### src/rtl/alu_rr_scheduler_pkg.sv
// Shared constants for the ALU round-robin scheduler: opcodes, flag bit
// positions within a 4-bit flag nibble, and the ALU pipeline depth.
package alu_sched_pkg;

  localparam logic [2:0] OP_ADD = 3'b000;
  localparam logic [2:0] OP_SUB = 3'b001;
  localparam logic [2:0] OP_AND = 3'b010;
  localparam logic [2:0] OP_OR  = 3'b011;
  localparam logic [2:0] OP_XOR = 3'b100;
  localparam logic [2:0] OP_SLT = 3'b101;

  localparam logic [1:0] FLAG_SLT   = 2'd3;
  localparam logic [1:0] FLAG_ZERO  = 2'd2;
  localparam logic [1:0] FLAG_CARRY = 2'd1;
  localparam logic [1:0] FLAG_OVF   = 2'd0;

  localparam int unsigned ALU_LATENCY = 1;

  // Next index after idx in a ring of n entries.
  function automatic int unsigned wrap_inc(input int unsigned idx, input int unsigned n);
    return (idx + 1 >= n) ? 0 : idx + 1;
  endfunction

endpackage

### src/rtl/alu_rr_scheduler_rr_pick.sv
// Combinational round-robin picker: first eligible index at or after rr_ptr,
// wrapping around N_REQ.
module rr_pick
  import alu_sched_pkg::*;
#(
  parameter int unsigned N_REQ = 4,
  parameter int unsigned ID_W  = $clog2(N_REQ)
) (
  input  logic [N_REQ-1:0] elig,
  input  logic [ID_W-1:0]  rr_ptr,
  output logic [N_REQ-1:0] grant,
  output logic [ID_W-1:0]  grant_id,
  output logic             grant_vld
);

  logic [ID_W-1:0] idx;

  // Scan from rr_ptr upward; the first hit wins and later hits are ignored.
  always_comb begin
    grant     = '0;
    grant_id  = '0;
    grant_vld = 1'b0;
    idx       = '0;
    for (int unsigned k = 0; k < N_REQ; k++) begin
      idx = ID_W'((32'(rr_ptr) + k) % N_REQ);
      if (!grant_vld && elig[idx]) begin
        grant[idx] = 1'b1;
        grant_id   = idx;
        grant_vld  = 1'b1;
      end
    end
  end

endmodule

### src/rtl/alu_rr_scheduler.sv
// Round-robin scheduler sharing one 1-cycle-latency 4-bit ALU among N_REQ
// requesters. Issues at most one op per cycle, tracks the in-flight tag and
// parks each result in a per-requester response slot with backpressure.
module alu_rr_scheduler
  import alu_sched_pkg::*;
#(
  parameter int unsigned N_REQ = 4,
  parameter int unsigned ID_W  = $clog2(N_REQ)
) (
  input  logic               clk,
  input  logic               rst_n,
  input  logic [N_REQ-1:0]   req_valid,
  output logic [N_REQ-1:0]   req_ready,
  input  logic [4*N_REQ-1:0] req_a,
  input  logic [4*N_REQ-1:0] req_b,
  input  logic [3*N_REQ-1:0] req_op,
  output logic [N_REQ-1:0]   rsp_valid,
  input  logic [N_REQ-1:0]   rsp_ready,
  output logic [4*N_REQ-1:0] rsp_result,
  output logic [4*N_REQ-1:0] rsp_flags,
  output logic               alu_in_valid,
  output logic [3:0]         alu_a,
  output logic [3:0]         alu_b,
  output logic [2:0]         alu_op,
  input  logic               alu_out_valid,
  input  logic [3:0]         alu_result,
  input  logic               alu_slt,
  input  logic               alu_zero,
  input  logic               alu_carry,
  input  logic               alu_ovf,
  output logic               proto_err
);

  logic [ID_W-1:0]  rr_ptr;
  logic [ID_W-1:0]  inflight_id;
  logic             inflight_vld;
  logic [N_REQ-1:0] slot_full;
  logic [N_REQ-1:0] busy;
  logic [N_REQ-1:0] elig;
  logic [N_REQ-1:0] grant;
  logic [ID_W-1:0]  grant_id;
  logic             grant_vld;
  logic [ID_W-1:0]  next_ptr;
  logic [3:0]       flags_in;
  logic             capture;

  // A requester is busy while its op is in flight or its slot is occupied;
  // both terms are registered so rsp_ready never reaches the issue path.
  always_comb begin
    busy = '0;
    for (int unsigned i = 0; i < N_REQ; i++) begin
      busy[i] = slot_full[i] | (inflight_vld & (inflight_id == ID_W'(i)));
    end
    elig = req_valid & ~busy;
  end

  rr_pick #(
    .N_REQ (N_REQ),
    .ID_W  (ID_W)
  ) u_rr_pick (
    .elig      (elig),
    .rr_ptr    (rr_ptr),
    .grant     (grant),
    .grant_id  (grant_id),
    .grant_vld (grant_vld)
  );

  // Drive the ALU issue port from the granted requester, zeros when idle.
  always_comb begin
    req_ready    = grant;
    alu_in_valid = grant_vld;
    alu_a        = '0;
    alu_b        = '0;
    alu_op       = '0;
    for (int unsigned i = 0; i < N_REQ; i++) begin
      if (grant[i]) begin
        alu_a  = req_a[4*i +: 4];
        alu_b  = req_b[4*i +: 4];
        alu_op = req_op[3*i +: 3];
      end
    end
    next_ptr = ID_W'(wrap_inc(32'(grant_id), N_REQ));
  end

  // Pack the ALU flags and decide whether this cycle's result is accepted.
  always_comb begin
    flags_in             = '0;
    flags_in[FLAG_SLT]   = alu_slt;
    flags_in[FLAG_ZERO]  = alu_zero;
    flags_in[FLAG_CARRY] = alu_carry;
    flags_in[FLAG_OVF]   = alu_ovf;
    capture              = alu_out_valid & inflight_vld;
  end

  // Pointer advance and one-deep tag stage matching the ALU latency.
  always_ff @(posedge clk or negedge rst_n) begin
    if (!rst_n) begin
      rr_ptr       <= '0;
      inflight_vld <= 1'b0;
      inflight_id  <= '0;
    end else begin
      inflight_vld <= grant_vld;
      if (grant_vld) begin
        inflight_id <= grant_id;
        rr_ptr      <= next_ptr;
      end
    end
  end

  // Response slots: release on handshake, fill on a tagged ALU result.
  // A slot being filled is never full, so capture and release cannot collide.
  always_ff @(posedge clk or negedge rst_n) begin
    if (!rst_n) begin
      slot_full  <= '0;
      rsp_result <= '0;
      rsp_flags  <= '0;
    end else begin
      for (int unsigned i = 0; i < N_REQ; i++) begin
        if (slot_full[i] && rsp_ready[i]) begin
          slot_full[i] <= 1'b0;
        end
        if (capture && (inflight_id == ID_W'(i))) begin
          slot_full[i]         <= 1'b1;
          rsp_result[4*i +: 4] <= alu_result;
          rsp_flags[4*i +: 4]  <= flags_in;
        end
      end
    end
  end

  // Sticky flag for a result without a tag or a tag without a result.
  always_ff @(posedge clk or negedge rst_n) begin
    if (!rst_n) begin
      proto_err <= 1'b0;
    end else if (alu_out_valid != inflight_vld) begin
      proto_err <= 1'b1;
    end
  end

  assign rsp_valid = slot_full;

endmodule

### config.mk
export PLATFORM = sky130hd
export DESIGN_NAME = alu_rr_scheduler
export DESIGN_NICKNAME = d
export VERILOG_FILES = /design/src/rtl/alu_rr_scheduler_pkg.sv /design/src/rtl/alu_rr_scheduler_rr_pick.sv /design/src/rtl/alu_rr_scheduler.sv
export SDC_FILE = /design/constraint.sdc
export NUM_CORES = 1
export LEC_CHECK = 0
export CORE_MARGIN = 5
export CORE_UTILIZATION = 46
export CTS_BUF_LIST = sky130_fd_sc_hd__clkbuf_8 sky130_fd_sc_hd__clkbuf_16
export DETAILED_ROUTE_END_ITERATION = 16
export PLACE_DENSITY = 0.87
export SETUP_SLACK_MARGIN = 0.15
export SYNTH_ARGS = -nofsm -noshare
export SYNTH_HDL_FRONTEND = slang
export SYNTH_SLANG_ARGS = --single-unit
### constraint.sdc
create_clock -name clk -period 7.05 [get_ports clk]
set_clock_uncertainty 0.2 [all_clocks]
set_input_delay 0.705 -clock clk [delete_from_list [all_inputs] [get_ports clk]]
set_output_delay 0.705 -clock clk [all_outputs]
set_load 0.02 [all_outputs]
; Yosys cells after proc, flatten, opt, wreduce, memory -nomap -nowiden
; Index checks and enable logic that the tools add are counted.
[classes]
add_sub_neg = 4
magnitude_cmp = 9
n_eq_ne = 4
mux = 49
bitwise = 14
reduce_logical = 23
[ops]
columns = op, n
row1 = 4-bit two-way mux, 12
row2 = 1-bit two-way mux, 20
row3 = 1-bit logical AND, 15
row4 = 2-bit by 3-bit less-than comparator with 1-bit output (second input constant), 4
row5 = 3-bit two-way mux, 4
row6 = 4-bit bitwise OR, 3
row7 = 2-bit two-way mux, 5
row8 = 1-bit binary-select mux with 2-bit select, 4
row9 = 1-bit demux with 2-bit select, 4
row10 = 2-bit by 1-bit >= comparator with 1-bit output (second input constant), 4
row11 = 2-bit nonzero test, 4
row12 = 1-bit bitwise AND, 5
row13 = 2-bit adder (second input constant), 2
row14 = 4-bit bitwise AND, 1
row15 = 2-bit == test (second input constant), 2
row16 = 4-bit inverter, 1
row17 = 1-bit bitwise OR, 4
row18 = 2-bit by 1-bit adder with 3-bit output (second input constant), 1
row19 = 3-bit >= comparator (second input constant), 1
row20 = 1-bit logical NOT, 3
row21 = 2-bit by 1-bit adder with 2-bit output (second input constant), 1
row22 = 2-bit by 1-bit == test with 1-bit output (second input constant), 1
row23 = 2-bit logical NOT, 1
row24 = 1-bit inequality test, 1
[totals]
regBits = 42
inputBits = 63
out_inout_bits = 53

; Longest topological paths before layout
[logic_depth]
word_depth = 21
ltp_mapped = 13
ltp_nobuf = 10

; Modules after synthesis
; From an unflattened synthesis, not the netlist that was laid out.
[unflattened]
hier_cells = 196
area_unflattened_um2 = 2331.0
[by_module_without_submodules]
columns = mod, n_inst, cells_each, area_each_um2
row1 = alu_rr_scheduler, 1, 151, 1909.3
row2 = rr_pick, 1, 45, 421.7

; Least setup slack after synthesis
; Ideal clock, no wire load.
[synth_path]
path_kind = register to output
startpoint = register with a tool-made name
endpoint = output port alu_b[3]
arrival_ns = 2.997
t_required_ns = 6.145
setup_slack_ns = 3.148
path_stages_with_launch = 13
path_buffers = 2
path_cell_list = dfrtp_1 buf_2 inv_2 ha_1 or3b_2 a211oi_1 a31oi_4 o32ai_2 a2111o_1 o211a_1 buf_6 a221o_1 o221a_2
[synth_rtl]
columns = item, line_no
row1 = end: declaration, alu_rr_scheduler.sv:23  ; output logic [3:0] alu_b,

==> impl_metrics.yaml <==
timing:
  final-max-slew-violation-count: 0
  report.final.setup_viol: 0
  timing.max_slew.rel_slack_pct: 17.4
  grt_setup_unrepaired: "false"
  max_freq_ghz: 0.170
  fin_crit_sh_pct: 83.5
  holdWs_ns: 0.300
  final.setup.tns_ns: 0
  final_critical_path_required_period_ns: 5.89
  final-hold-violation-count: 0
  post-route-worst-setup-slack_ns: 1.16
  slew_at_the_pin_with_the_worst_max_slew_slack_ns: 1.23
floorplan:
  die-height_um: 85.2
  floorplan.core_area_um2: 5510
  starting_utilization_of_the_core_area_pct: 47.2
  num_rows: 27
  dieArea_um2: 7260
  floorplan.die.width_um: 85.2
  ioPinCount: 116
clock_network:
  cts-hold-fix-buffers: 0
  cts_made_buffers: 5
  cts.root.buffer_cell: "clkbuf_8"
  cts_resized: 0
  post_cts.repair.setup_buffers: 0
  clock-sinks: 42
  clock_path_buffers: 2
  cts_tree: "yes"
  htreeDepth: 2
  clkLatencyLatePin_ns: 0.29
  path_clk_slew_ns: 0.07
worst_setup_path:
  startpoint_class: "flop"
  timing.critical_path.to_type: "output port"
  critical_path_peak_fanout: 19
  critical_path_arrival_ns: 4.98
  timing_worst_setup_path_type: "reg -> out"
  required_ns: 6.14
power:
  total_power_mw: 2.63
  power-per-cell-area_nw_per_um2: 675
  total_leakage_power_nw: 1.58
  peakVddDrop_mv: 0.518
yosys:
  register_area_share_after_synthesis_pct: 40.4
  postSynthNetCount: 310
  synth_ff_type: "dfrtp_1"
  syn-mean-instance-area_um2: 10.8
  async_flop_share_pct: 100
  ys_ff_latch: 42
  synth-edff-count: 0
  synth-warning-count: 0
  synth_cells: 241
  largest_area_contributor_in_the_netlist: "dfrtp_1"
  synth.cell_area_um2: 2600
  synthDistinctLibCells: 55
  synth_top_area_share_pct: 40.4
  synth_area_leaders: "dfrtp_1 40%, mux2_2 14%, o221a_2 4.8%"
routing:
  antenna_violating_nets_post_route: 0
  drt-wirelength-per-cell_um: 18.0
  vias_per_cell: 5.77
  drt_drc_violations_left: 0
  totalWireLength_mm: 7.67
  drt_iter0_drc: 189
  via_count: 2452
  drt_first_pass_iters: 4
grt:
  maximum_number_of_pins_on_one_net_before_global_route_repair: 43
  track_usage_pct: 20.9
  first_global_vias: 2478
  globalRouteOverflowTotal: 0
  wire_length_of_the_first_global_routing_pass_mm: 12.5
  initial_antenna_violation_count: 0
min_path:
  hold_class: "reg -> reg"
layout:
  mostFrequentLayoutCell: "clkdlybuf4s50_1"
  nets: 421
  final_layout_size_suffix_gt1_share_pct: 17.6
  areaGrowthSynthToFinish_pct: 49.5
  fin_cells: 425
  fill_cells: 402
  layout.cells.most_common_list: "114 x clkdlybuf4s50_1, 42 x dfrtp_1, 32 x mux2_2"
  antenna_cells_inserted: 0
placement:
  place_ws_ns: 1.49
  gp_congestion: 0.993
  hpwlAfterDp_mm: 5.99
  dpl.cell_count: 417
  port_buffers: 115
outcome:
  result_of_the_run: "finished clean"
run:
  timing.max_cap.violations: 0
final cells by class:
cell class,instances,area (um^2),share of cell area (%)
Sequential cell,42,1050,27.0
Inverter,9,33.8,0.869
Tap cell,72,90.1,2.32
Clock inverter,3,41.3,1.06
Timing Repair Buffer,116,1150,29.7
Clock buffer,5,68.8,1.77
Multi-Input combinational cell,178,1450,37.3
registers in the layout (all words and copies together) (netlist names), named ones only:
signal / flops
rsp_result: 16
rsp_flags: 16
inflight_vld: 1
rsp_valid: 4
inflight_id: 2
proto_err: 1
rr_ptr: 1
final timing paths:
path,start,to,slack [ns],cells past startpoint
min reg2reg,proto_err,proto_err,0.30,1
min in group asynchronous,rst_n,rsp_result[9],0.34,1
max in group asynchronous,rst_n,rsp_valid[0],5.75,1
max reg2reg,flop,rr_ptr[1],3.41,10
max,flop,alu_b[2],1.16,11
min,proto_err,proto_err,0.30,1
report_power, final:
group	internal, mW	leakage, nW	total [mW]	switching [mW]
Sequential	0.362	0.499	0.471	0.109
Combinational	0.970	1.02	1.97	1.00
Clock	0.104	0.0556	0.185	0.0807
synth_stat cells (4+ instances only):
library cell and number:
nor2_1 15, ha_1 6, nand2_1 12, o21ai_0 8
o31ai_1 4, a221o_1 12, mux2_2 32, o221a_2 11
inv_1 8, a21oi_1 4, buf_2 5, dfrtp_1 42
clkbuf_1 4, nand3_1 11, nand3b_1 5
through the flow:
step | instance area [um^2] | utilization, %
2_1_floorplan | 2600 | -
6_report | 3890 | 70.6
3_3_place_gp | 3780 | 68.6
3_5_place_dp | 3780 | 68.6
5_1_grt | 3890 | 70.6
4_1_cts | 3890 | 70.6
routing by layer:
| layer | global-route usage [%] | routed length [um] | vias to the layer above |
|---|---|---|---|
| met3 | 7.67 | 786 | 14 |
| met1 | 24.8 | 3110 | 1161 |
| met4 | 6.04 | 100 | 0 |
| met5 | 0 | 0 | - |
| li1 | - | - | 1158 |
| met2 | 35.3 | 3670 | 119 |
kinds of logic after synthesis:
logic type	Yosys count	share of synthesized area, %
buffers and inverters	21	3.85
muxes	35	15.0
adders and majority gates	6	2.89
AOI/OAI and AO/OA	65	21.9
and+or+nand+nor	71	15.6
DFF	42	40.4
xor gates and xnor gates	1	0.337
worst max-delay path, stage by stage, from the launching register on:
cell	delay, ns
dfrtp_1	0.73
inv_2	0.24
ha_1	0.52
or3b_1	0.42
a32o_1	0.23
or2_2	0.32
nand2_1	0.07
a221oi_1	0.09
o21ai_0	0.98
a221o_1	0.31
o221a_2	0.18
clkdlybuf4s50_1	0.61
Power figures use the tool's default switching activity.
